--- src/rtl/color_pkg.sv ---
// rtl/color_pkg.sv - attribute bit positions and irgb layout shared with the glyph/attribute path
package color_pkg;

  // Attribute byte: [7:4] background irgb, [3:0] foreground irgb
  localparam int BACK_I = 7;
  localparam int BACK_R = 6;
  localparam int BACK_G = 5;
  localparam int BACK_B = 4;
  localparam int FORE_I = 3;
  localparam int FORE_R = 2;
  localparam int FORE_G = 1;
  localparam int FORE_B = 0;

  // Bit positions inside one irgb nibble
  localparam int IRGB_I = 3;
  localparam int IRGB_R = 2;
  localparam int IRGB_G = 1;
  localparam int IRGB_B = 0;

  typedef logic [3:0] irgb_t;

  // Dark yellow, rendered as brown on a real CGA monitor
  localparam irgb_t CGA_BROWN = 4'b0110;

  // Background nibble; in blink mode the intensity bit is the blink flag, so it reads as 0
  function automatic irgb_t back_irgb(input logic [7:0] attr, input logic blink_mode);
    back_irgb = {attr[BACK_I] & ~blink_mode, attr[BACK_R], attr[BACK_G], attr[BACK_B]};
  endfunction

endpackage

--- src/rtl/color_expand.sv ---
// rtl/color_expand.sv - expands one colour bit plus intensity into a W-bit level
module color_expand #(
  parameter int W = 5
) (
  input  logic         c,
  input  logic         i,
  output logic [W-1:0] o
);

  // MSB-first alternation c,i,c,i... gives levels 0, 0x55, 0xAA, 0xFF truncated to W bits
  for (genvar k = 0; k < W; k++) begin : g_bit
    assign o[W-1-k] = (k % 2 == 0) ? c : i;
  end

endmodule

--- src/rtl/color_blink.sv ---
// rtl/color_blink.sv - pipelined CGA attribute-to-RGB stage with blink, cursor, brown fix and blanking
module color_blink
  import color_pkg::*;
#(
  parameter int RED_W        = 5,
  parameter int GREEN_W      = 6,
  parameter int BLUE_W       = 5,
  parameter int BLINK_FRAMES = 16,
  parameter int BROWN_FIX    = 1
) (
  input  logic               i_clk,
  input  logic               i_rst_n,
  input  logic [7:0]         i_attr,
  input  logic               i_active,
  input  logic               i_cursor,
  input  logic               i_de,
  input  logic               i_frame,
  input  logic               i_blink_mode,
  output logic [RED_W-1:0]   o_red,
  output logic [GREEN_W-1:0] o_green,
  output logic [BLUE_W-1:0]  o_blue,
  output logic               o_de,
  output logic               o_blink_phase
);

  localparam int CNT_W = (BLINK_FRAMES > 1) ? $clog2(BLINK_FRAMES) : 1;
  localparam logic [CNT_W-1:0] CNT_LAST = CNT_W'(BLINK_FRAMES - 1);

  logic [CNT_W-1:0]   cnt_q, cnt_d;
  logic               phase_q, phase_d;
  irgb_t              irgb_q, irgb_d;
  logic               de1_q, de1_d;
  logic [RED_W-1:0]   red_q, red_d;
  logic [GREEN_W-1:0] green_q, green_d;
  logic [BLUE_W-1:0]  blue_q, blue_d;
  logic               de2_q, de2_d;

  logic               hide;
  logic               sel_fore;
  logic [RED_W-1:0]   red_x;
  logic [GREEN_W-1:0] green_x;
  logic [BLUE_W-1:0]  blue_x;

  // Blink counter: one count per frame strobe, phase toggles on wrap
  always_comb begin
    cnt_d   = cnt_q;
    phase_d = phase_q;
    if (i_frame) begin
      if (cnt_q == CNT_LAST) begin
        cnt_d   = '0;
        phase_d = ~phase_q;
      end else begin
        cnt_d = cnt_q + CNT_W'(1);
      end
    end
  end

  // Stage 1 input: pick fore or back nibble; cursor inverts after blink hiding
  always_comb begin
    hide     = i_blink_mode & i_attr[BACK_I] & phase_q;
    sel_fore = (i_active & ~hide) ^ i_cursor;
    irgb_d   = sel_fore ? i_attr[FORE_I:FORE_B] : back_irgb(i_attr, i_blink_mode);
    de1_d    = i_de;
  end

  color_expand #(.W(RED_W)) u_red (
    .c (irgb_q[IRGB_R]),
    .i (irgb_q[IRGB_I]),
    .o (red_x)
  );

  color_expand #(.W(GREEN_W)) u_green (
    .c (irgb_q[IRGB_G]),
    .i (irgb_q[IRGB_I]),
    .o (green_x)
  );

  color_expand #(.W(BLUE_W)) u_blue (
    .c (irgb_q[IRGB_B]),
    .i (irgb_q[IRGB_I]),
    .o (blue_x)
  );

  // Stage 2 input: brown correction on green, then blank everything outside display enable
  always_comb begin
    red_d   = red_x;
    green_d = green_x;
    blue_d  = blue_x;
    de2_d   = de1_q;
    if ((BROWN_FIX != 0) && (irgb_q == CGA_BROWN)) begin
      green_d = green_x >> 1;
    end
    if (!de1_q) begin
      red_d   = '0;
      green_d = '0;
      blue_d  = '0;
    end
  end

  // All state: blink counter and both pipeline stages, cleared asynchronously
  always_ff @(posedge i_clk or negedge i_rst_n) begin
    if (!i_rst_n) begin
      cnt_q   <= '0;
      phase_q <= 1'b0;
      irgb_q  <= '0;
      de1_q   <= 1'b0;
      red_q   <= '0;
      green_q <= '0;
      blue_q  <= '0;
      de2_q   <= 1'b0;
    end else begin
      cnt_q   <= cnt_d;
      phase_q <= phase_d;
      irgb_q  <= irgb_d;
      de1_q   <= de1_d;
      red_q   <= red_d;
      green_q <= green_d;
      blue_q  <= blue_d;
      de2_q   <= de2_d;
    end
  end

  assign o_red         = red_q;
  assign o_green       = green_q;
  assign o_blue        = blue_q;
  assign o_de          = de2_q;
  assign o_blink_phase = phase_q;

endmodule
--- config.mk ---
export PLATFORM = sky130hd
export DESIGN_NAME = color_blink
export DESIGN_NICKNAME = d
export VERILOG_FILES = /design/src/rtl/color_pkg.sv /design/src/rtl/color_expand.sv /design/src/rtl/color_blink.sv
export SDC_FILE = /design/constraint.sdc
export NUM_CORES = 1
export LEC_CHECK = 0
export BUFFER_PORTS_ARGS = -buffer_cell sky130_fd_sc_hd__buf_2
export CORE_AREA = 2 2 61 63
export CTS_CLUSTER_SIZE = 25
export DETAILED_ROUTE_END_ITERATION = 16
export DIE_AREA = 0 0 63 65
export GPL_TIMING_DRIVEN = 0
export PLACE_DENSITY = 0.59
export SYNTH_ARGS = -nofsm -noshare
export SYNTH_HDL_FRONTEND = slang
export SYNTH_HIERARCHICAL = 1
export SYNTH_SLANG_ARGS = --single-unit
--- constraint.sdc ---
create_clock -name i_clk -period 3.4 [get_ports i_clk]
set_input_delay 0.51 -clock i_clk [delete_from_list [all_inputs] [get_ports i_clk]]
set_output_delay 0.51 -clock i_clk [all_outputs]
set_load 0.1 [all_outputs]
==> metrics <==
# diodes=0; Slew Limit Fails=0; NumNets Final=146; synthesized area=1170 µm²; cell family with most CP delay=buffers and inverters; # IOs=33; Vias per Instance=4.01; wire per inst=between 9 and 10 µm; TritonCTS Buffers=3; vias in the first global route=between 700 and 800; synth warn=6; GRT Util Overall=0.0927; setup bufs post-CTS=0; Worst Hold Class=input port to async pin; Worst IR Drop VDD=0.158 mV; RSZ-0062 raised after global routing=no; met2 GRT Util=0.157; CTS max path bufs=2; total number of vias=709; leak pwr=0.000702 µW; number of detailed-route iterations in the first pass=4; Cell Pwr Density=615 nW/µm²; Post-Syn Area per Cell=12.6 µm²; CTS sink cnt=27; min cycle time layout=~1.7 ns; Critical Path AT=1.19 ns; fraction of layout cells with a size suffix above 1=0.465; largest net degree at the start of global routing=28; clock latency at the later pin of the worst-skew pair=0.30 ns; Critical-path top delay cell=buf_2; Max Cap Viol=0; Worst Path Buf+Inv=1; CTS tree=yes; Hold Vio Cnt, Final=0; max incr delay on CP=0.45 ns; period utilization=0.501; # hold bufs at CTS=0; Initial Util=0.334; Antenna Nets Post-Route=0; Synth Register Bits=27; Synth Instances=93; worst setup margin=about 1.7 ns; CP Cell Sequence=buf_2; dpl cells=between 150 and 200; Pwr Total=about 870 µW; met1 GRT Util=0.101; setup TNS=0 ns; Syn-to-layout area delta=21.1%; Remaining DRCs=0; antenna violations before repair=0; worst hold slack=0.167 ns; Crit Path Max Fanout=4; Total Routed Length=~1600 µm; f_max=587 MHz; post-cts sizing count=0; IO Port Bufs=32; H-tree Lvls=1; WP data required=approximately 2.9 ns; worst-margin pin slew=0.539 ns; Fillers=356; GR Overflow Total=0; Mapped Nets=109; Slew HR=0.641; DR iter-0 viols=14; row count=22; final RePlAce weighted congestion=0.638; sequential fraction of the synthesis area=0.578; status=finished, final reports clean; Core ar.=3500 µm²; critical path class=flip-flop to output pin; Chip Height=about 65 µm; nature of the critical path endpoint=output pin; CTS clock-pin slew for the worst setup and hold paths=0.13 ns; final clock skew=0.00308 ns; post-synth cell types=20; Setup Viol. Count Final=0; kind of start point of the critical path=flip-flop; Root Buffer=clkbuf_4; die area=between 4000 and 5000 µm²; DP Worst Slack=1.88 ns; Die W=63 µm; GRT Max-Usage Layer=met2; first-pass GRT wire length=2940 µm; Non-Filler Instances=177; Post-DP HPWL=1300 µm; met3 GRT Util=0.0243
[metal layers]
metal / vias to the layer above / wire length (µm)
li1: 363 / -
met2: 28 / 776
met3: 2 / 111
met5: - / 0
met1: 316 / 680
met4: 0 / 31
[sequential cells by signal, indices dropped and copies added, names as in the netlist]
name	cells
o_red	5
o_de	1
cnt_q	4
o_blink_phase	1
o_blue	5
de1_q	1
o_green	6
irgb_q	4
[Yosys cell counts]
library cell	count	area (µm²)
dfrtp_1	27	676
nor2_1	1	3.75
mux2_2	5	56.3
nand4_1	3	18.8
nand2b_1	2	12.5
nand2_1	3	11.3
o21ai_0	3	15.0
xnor2_1	2	17.5
inv_1	1	3.75
clkbuf_1	1	3.75
mux2i_1	5	50.1
and4bb_2	1	12.5
ha_1	1	12.5
nor2b_1	6	37.5
and2_1	10	62.6
buf_4	17	128
a21oi_1	1	5.00
o211ai_4	1	21.3
nand3_1	2	10.0
and3_4	1	11.3
[power by group]
part	total [µW]	switching (µW)	internal (µW)
Sequential	411	41.4	370
Clock	126	80.0	45.7
Combinational	333	234	99.6
[layout make-up]
class,count,area (µm²),area share
Timing Repair Buffer,32,160,0.113
Tap cell,48,60.1,0.0424
Clock buffer,4,26.3,0.0186
Sequential cell,27,676,0.477
Inverter,1,3.75,0.00265
Buffer,18,131,0.0928
Multi-Input combinational cell,47,358,0.253
[metrics by stage]
step / area (µm²) / util
6_report: 1420 / 0.405
4_1_cts: 1420 / 0.405
3_5_place_dp: 1390 / 0.397
3_3_place_gp: 1390 / 0.397
2_1_floorplan: 1170 / -
5_1_grt: 1420 / 0.405
[logic make-up (layout without fill, tap and decap cells)]
| family | Yosys count | after routing | share of synthesized area |
|---|---|---|---|
| mux | 10 | 10 | 0.0910 |
| fa+ha+maj | 1 | 1 | 0.0107 |
| xor+xnor | 2 | 2 | 0.0150 |
| flops | 27 | 27 | 0.578 |
| buf+inv | 19 | 55 | 0.116 |
| compound gates | 5 | 5 | 0.0353 |
| simple gates | 29 | 29 | 0.154 |
[layout by cell type (no fill, tap or decap), types with 5 or more instances in the layout]
cell,count
and2_1,10
dfrtp_1,27
buf_4,17
nor2b_1,6
mux2i_1,5
buf_2,32
mux2_2,5
[worst paths after layout]
check                                   start            end  slack [ns]  depth (start not counted)
worst max-delay path            o_blink_phase  o_blink_phase        1.70                          1
worst min-delay path                  i_rst_n           o_de        0.17                          1
worst max register to register  o_blink_phase      irgb_q[1]        2.05                          3
worst min register to register          de1_q           o_de        0.50                          0
max in group asynchronous             i_rst_n      o_blue[2]        2.88                          1
min in group i_clk                       i_de          de1_q        0.30                          1
No activity file was read; power rests on OpenSTA's default activity.
